`src/rtl/branch_predictor.sv`:
```
// rtl/branch_predictor.sv - direct-mapped branch target buffer with saturating counters and statistics
module branch_predictor #(
  parameter int ENTRIES = 64,
  parameter int CTR_W   = 2,
  parameter int TAG_W   = 8,
  parameter int CNT_W   = 16,
  localparam int IDX_W  = $clog2(ENTRIES)
) (
  input  logic              clk_i,
  input  logic              rst_i,
  input  logic [31:0]       lookup_pc_i,
  output logic              predict_taken_o,
  output logic [31:0]       predict_target_o,
  input  logic              upd_valid_i,
  input  logic [31:0]       upd_pc_i,
  input  logic              upd_taken_i,
  input  logic [31:0]       upd_target_i,
  input  logic              upd_pred_taken_i,
  input  logic [31:0]       upd_pred_target_i,
  input  logic              flush_i,
  output logic              mispredict_o,
  output logic [CNT_W-1:0]  branch_cnt_o,
  output logic [CNT_W-1:0]  mispred_cnt_o
);

  localparam logic [CTR_W-1:0] CTR_MAX  = '1;
  localparam logic [CTR_W-1:0] CTR_WEAK = CTR_W'(1 << (CTR_W - 1));

  logic [ENTRIES-1:0] valid_q;
  logic [TAG_W-1:0]   tag_q    [ENTRIES];
  logic [31:0]        target_q [ENTRIES];
  logic [CTR_W-1:0]   ctr_q    [ENTRIES];

  logic [IDX_W-1:0] lk_idx, up_idx;
  logic [TAG_W-1:0] lk_tag, up_tag;
  logic             lk_hit, up_hit;
  logic             up_write;
  logic             mis_cond;
  logic             unused_pc_bits;

  assign lk_idx = lookup_pc_i[IDX_W+1:2];
  assign lk_tag = lookup_pc_i[IDX_W+TAG_W+1:IDX_W+2];
  assign up_idx = upd_pc_i[IDX_W+1:2];
  assign up_tag = upd_pc_i[IDX_W+TAG_W+1:IDX_W+2];

  // Bits outside index/tag fields are intentionally ignored
  assign unused_pc_bits = ^{lookup_pc_i, upd_pc_i};

  assign lk_hit = valid_q[lk_idx] && (tag_q[lk_idx] == lk_tag);
  assign up_hit = valid_q[up_idx] && (tag_q[up_idx] == up_tag);

  // A flush in the same cycle suppresses every table modification
  assign up_write = upd_valid_i && !flush_i;

  assign mis_cond = (upd_pred_taken_i != upd_taken_i) ||
                    (upd_taken_i && upd_pred_taken_i && (upd_pred_target_i != upd_target_i));

  // Lookup reads the pre-edge table contents, so same-cycle updates show up one cycle later
  always_comb begin
    predict_taken_o  = lk_hit && ctr_q[lk_idx][CTR_W-1];
    predict_target_o = predict_taken_o ? target_q[lk_idx] : lookup_pc_i + 32'd4;
  end

  // Valid bits: cleared by reset or flush, set on allocation of a taken miss
  always_ff @(posedge clk_i or negedge rst_i) begin
    if (!rst_i) begin
      valid_q <= '0;
    end else if (flush_i) begin
      valid_q <= '0;
    end else if (upd_valid_i && !up_hit && upd_taken_i) begin
      valid_q[up_idx] <= 1'b1;
    end
  end

  // Saturating direction counters: train on hits, start weakly taken on allocation
  always_ff @(posedge clk_i or negedge rst_i) begin
    if (!rst_i) begin
      ctr_q <= '{default: '0};
    end else if (up_write) begin
      if (up_hit) begin
        if (upd_taken_i) begin
          if (ctr_q[up_idx] != CTR_MAX) ctr_q[up_idx] <= ctr_q[up_idx] + CTR_W'(1);
        end else begin
          if (ctr_q[up_idx] != '0) ctr_q[up_idx] <= ctr_q[up_idx] - CTR_W'(1);
        end
      end else if (upd_taken_i) begin
        ctr_q[up_idx] <= CTR_WEAK;
      end
    end
  end

  // Tags and targets need no reset since valid bits gate their use
  always_ff @(posedge clk_i) begin
    if (rst_i && up_write && upd_taken_i) begin
      target_q[up_idx] <= upd_target_i;
      if (!up_hit) tag_q[up_idx] <= up_tag;
    end
  end

  // Registered mispredict pulse and saturating statistics, independent of flush
  always_ff @(posedge clk_i or negedge rst_i) begin
    if (!rst_i) begin
      mispredict_o  <= 1'b0;
      branch_cnt_o  <= '0;
      mispred_cnt_o <= '0;
    end else begin
      mispredict_o <= upd_valid_i && mis_cond;
      if (upd_valid_i && (branch_cnt_o != '1)) branch_cnt_o <= branch_cnt_o + CNT_W'(1);
      if (upd_valid_i && mis_cond && (mispred_cnt_o != '1)) mispred_cnt_o <= mispred_cnt_o + CNT_W'(1);
    end
  end

endmodule

```
`config.mk`:
```
export PLATFORM = sky130hd
export DESIGN_NAME = branch_predictor
export DESIGN_NICKNAME = d
export VERILOG_FILES = /design/src/rtl/branch_predictor.sv
export SDC_FILE = /design/constraint.sdc
export NUM_CORES = 2
export LEC_CHECK = 0
export CAP_MARGIN = 20
export CELL_PAD_IN_SITES_DETAIL_PLACEMENT = 1
export CELL_PAD_IN_SITES_GLOBAL_PLACEMENT = 2
export CORE_MARGIN = 8
export CORE_UTILIZATION = 42
export DETAILED_ROUTE_END_ITERATION = 10
export PLACE_DENSITY = 0.7
export RECOVER_POWER = 50
export SETUP_SLACK_MARGIN = 0.4
export SYNTH_ARGS = -nofsm -noshare
export SYNTH_HDL_FRONTEND = slang
export SYNTH_SLANG_ARGS = --single-unit
```
`constraint.sdc`:
```
create_clock -name clk_i -period 7.8 [get_ports clk_i]
set_input_delay 1.56 -clock clk_i [delete_from_list [all_inputs] [get_ports clk_i]]
set_output_delay 1.56 -clock clk_i [all_outputs]
set_load 0.05 [all_outputs]
```
==> metrics.md <==
| Metric | Value |
|---|---|
| Worst-path fanout max | 60 |
| Hold Crit Class | flop to flop |
| Maximum VDD drop | 0.202 mV |
| CTS Buffer Depth | 4 |
| H-tree depth | 5 |
| Initial antenna violation count | 33 |
| I/O pin count | 200 |
| TritonCTS Sinks | 2785 |
| Max-cap check violation count | 46 |
| Ratio of final minimum period to clock period | 0.920 |
| CTS tree | built |
| Antenna Nets Post-Route | 0 |
| Die Area | 296000 sq um |
| Reg2reg start | tag_q[15][1] |
| Final Hold Viols | 0 |
| CORE AREA | 277000 sq um |
| Avg WL per Cell | 37.5 microns |
| Cell Area, Synth | 117000 sq um |
| Status | finished, violations left |
| Hold_buf cts | 0 |
| Max_slew headroom | -1.06 |
| CP max stage cell | mux4_2 |
| Post-synth ARST share | 0.0808 |
| Top FF cell, synth | edfxtp_1 |
| R2R cell count | 11 |
| Via count | 62700 |
| Syn. warnings | 0 |
| Core Util, Final | 0.486 |
| Worst Skew | 77.0 ps |
| Setup Viol. Count Final | 0 |
| First-pass GRT wire length | 522000 microns |
| # DRC | 0 |
| Count of cell types in the netlist | 79 |
| Crit path time final | 7170 ps |
| Die extent in x | 544 microns |
| RSZ-0062 raised after global routing | no |
| Tightest Pin Transition | 3090 ps |
| CP peak stage delay | 530 ps |
| Register area share after synthesis | 0.706 |
| Largest net degree at the start of global routing | 119 |
| Critical Path Source | lookup_pc_i[3] |
| CTS clk-pin slew, worst paths | 50 ps |
| Synthesized Nets | 5766 |
| Crit path required time | 6240 ps |
| Detailed Route WL | 377000 microns |
| Failing checks | max-capacitance violations, max-slew violations |
| Post-synth EDFFs | 2560 |
| Cells along the critical path | buf_8, buf_4, mux4_2, mux4_2, mux4_2, xnor2_1, nand3b_1, nor4bb_4, buf_4, buf_6, mux2_2, buf_4 |
| Initial Util | 0.423 |
| Hold depth | 1 |
| Port buffer count | 181 |
| Critical path startpoint category | primary input |
| Clk Tree Root Cell | clkbuf_16 |
| P_leak | 42.5 nW |
| Fmax | 139 MHz |
| Vias/cell | 6.24 |
| DR pass1 iterations | 6 |
| Pwr dens | 243 nW/um^2 |
| Most frequent cells in the layout | edfxtp_1 (2560), mux4_2 (940), clkbuf_16 (306), buf_4 (285), nand2_1 (260) |
| Kind of cell adding the most delay to the critical path | multiplexers |
| CTS buffer count | 302 |
| Worst Path Arrival | 5610 ps |
| Overall Global Routing Usage | 0.250 |
| Post-route total power | 32.7 mW |
| Cells after Synth | 5626 |
| Seq cells post-synth | 2785 |
| Total Neg Setup Slack | 0 ps |
| Crit Path Category | primary input to output port |
| Clk_lat worst skew | 920 ps |
| Share of layout cells above drive strength 1 | 0.327 |
| Iter 0 DRT Violations | 7218 |
| Row count | 193 |
| Critical path depth | 12 |
| Number of global-route vias before repair | 65000 |
| Mean Syn Cell Area | 20.8 sq um |
| Die span in y | 544 microns |
| Final #Nets | 6211 |
| Worst path bufs/invs | 5 |
| Most common cell after layout, fill and taps aside | edfxtp_1 |
| Hold Path Origin | branch_cnt_o[8] |
| Layout area overhead | 15.1% |
| Critical path capture point type | output port |
| Pins over their slew limit | 2654 |
| Dpl hpwl | 230000 microns |
| Gpl congestion | 0.844 |
| Grt ovf | 0 |
-- power by group --
group	switching, mW	total (mW)	internal (mW)	leakage, nW
clock network	5.99	14.0	8.04	4.63
registers	0.0777	16.5	16.4	26.1
logic	1.34	2.18	0.835	11.8
total	7.41	32.7	25.3	42.5
-- cell families (layout without fill, tap and decap cells) --
logic type,count (synthesis),after routing,synth area share
other cells,0,37,0
mux,1195,1195,0.207
fa+ha+maj,6,6,0.000642
flops,2785,2785,0.706
buf+inv,405,1082,0.0167
compound gates,383,383,0.0339
xor+xnor,104,104,0.00779
simple gates,748,748,0.0279
-- final cells by class --
cell class	count	area (sq um)
multi-input combinational	2436	33100
tap	3705	4640
antenna	37	92.6
clock inverter	181	1680
clock buffer	355	7840
sequential	2785	82500
fill	25000	142000
timing repair buffer	528	4640
inverter	18	67.6
-- worst paths after layout --
path / endpoint / slack [ps]
max in group asynchronous: ctr_q[107] / 1160
hold / removal: branch_cnt_o[8] / 490
setup reg to reg: ctr_q[70] / 3260
min in group asynchronous: ctr_q[19] / 720
hold reg to reg: branch_cnt_o[8] / 490
setup / recovery: predict_target_o[13] / 630
-- layer usage --
layer  up-vias  GRT usage  part of all wire
met4         8     0.0942             0.043
met2      2817      0.406              0.48
met3       602     0.0427             0.072
li1      24600          -                 -
met5         -          0           0.00015
met1     34600      0.340              0.40
-- flip-flops by register name, summed over array words and instances, names as in the netlist --
signal	count
branch_cnt_o	16
ctr_q	128
mispred_cnt_o	16
mispredict_o	1
tag_q	512
target_q	2048
valid_q	64
-- metrics by stage --
step | cell area (sq um) | worst slack, ps | hold WS, ps | cells
floorplan | 117000 | 441 | 459 | 5626
global placement | 125000 | 352 | 472 | 9454
detailed placement | 125000 | 337 | 482 | 9460
CTS | 135000 | 476 | 496 | 9996
global route | 135000 | 280 | 521 | 10000
finish | 135000 | 626 | 494 | 10000
-- synth_stat cells (5+ instances only) --
| cell type | instances | share of area |
|---|---|---|
| a221o_1 | 14 | 0.0012 |
| a31oi_1 | 10 | 0.00054 |
| mux4_2 | 940 | 0.18 |
| nand3b_1 | 5 | 0.00032 |
| a222oi_1 | 5 | 0.00043 |
| o21ai_0 | 54 | 0.0023 |
| a22oi_1 | 50 | 0.0032 |
| mux2_1 | 13 | 0.0013 |
| xor2_1 | 26 | 0.0019 |
| buf_1 | 67 | 0.0022 |
| clkbuf_1 | 200 | 0.0064 |
| a41oi_2 | 29 | 0.0040 |
| o32ai_4 | 40 | 0.0094 |
| nor2_1 | 298 | 0.0096 |
| buf_4 | 13 | 0.00083 |
| nand3_1 | 71 | 0.0030 |
| a221oi_1 | 35 | 0.0026 |
| mux2_2 | 97 | 0.0093 |
| a21oi_1 | 27 | 0.0012 |
| inv_1 | 17 | 0.00055 |
| o22ai_1 | 9 | 0.00048 |
| nand4_1 | 36 | 0.0019 |
| nor3_1 | 5 | 0.00021 |
| nand2b_1 | 7 | 0.00037 |
| ha_1 | 6 | 0.00064 |
| edfxtp_1 | 2560 | 0.66 |
| xnor2_1 | 78 | 0.0058 |
| o211ai_1 | 8 | 0.00051 |
| dfrtp_1 | 225 | 0.048 |
| nand2_1 | 261 | 0.0084 |
| mux2i_1 | 65 | 0.0056 |
| o32a_1 | 23 | 0.0020 |
| buf_12 | 6 | 0.0010 |
| a22o_1 | 7 | 0.00052 |
| mux2_4 | 80 | 0.010 |
| buf_2 | 76 | 0.0033 |
| buf_6 | 25 | 0.0024 |
| nor3b_1 | 6 | 0.00039 |
| a41oi_1 | 34 | 0.0025 |
| nor2b_1 | 5 | 0.00027 |
| and3_1 | 20 | 0.0011 |
| nor4_1 | 5 | 0.00027 |
-- what timing repair did --
action | CTS | global route
resized for setup | 1 | 3
endpoints found under the setup margin | 19 | 25
gates cloned | 0 | 2
pin swaps | 0 | 1
buffers inserted | 0 | 1
(Power assumes the default switching activity.)
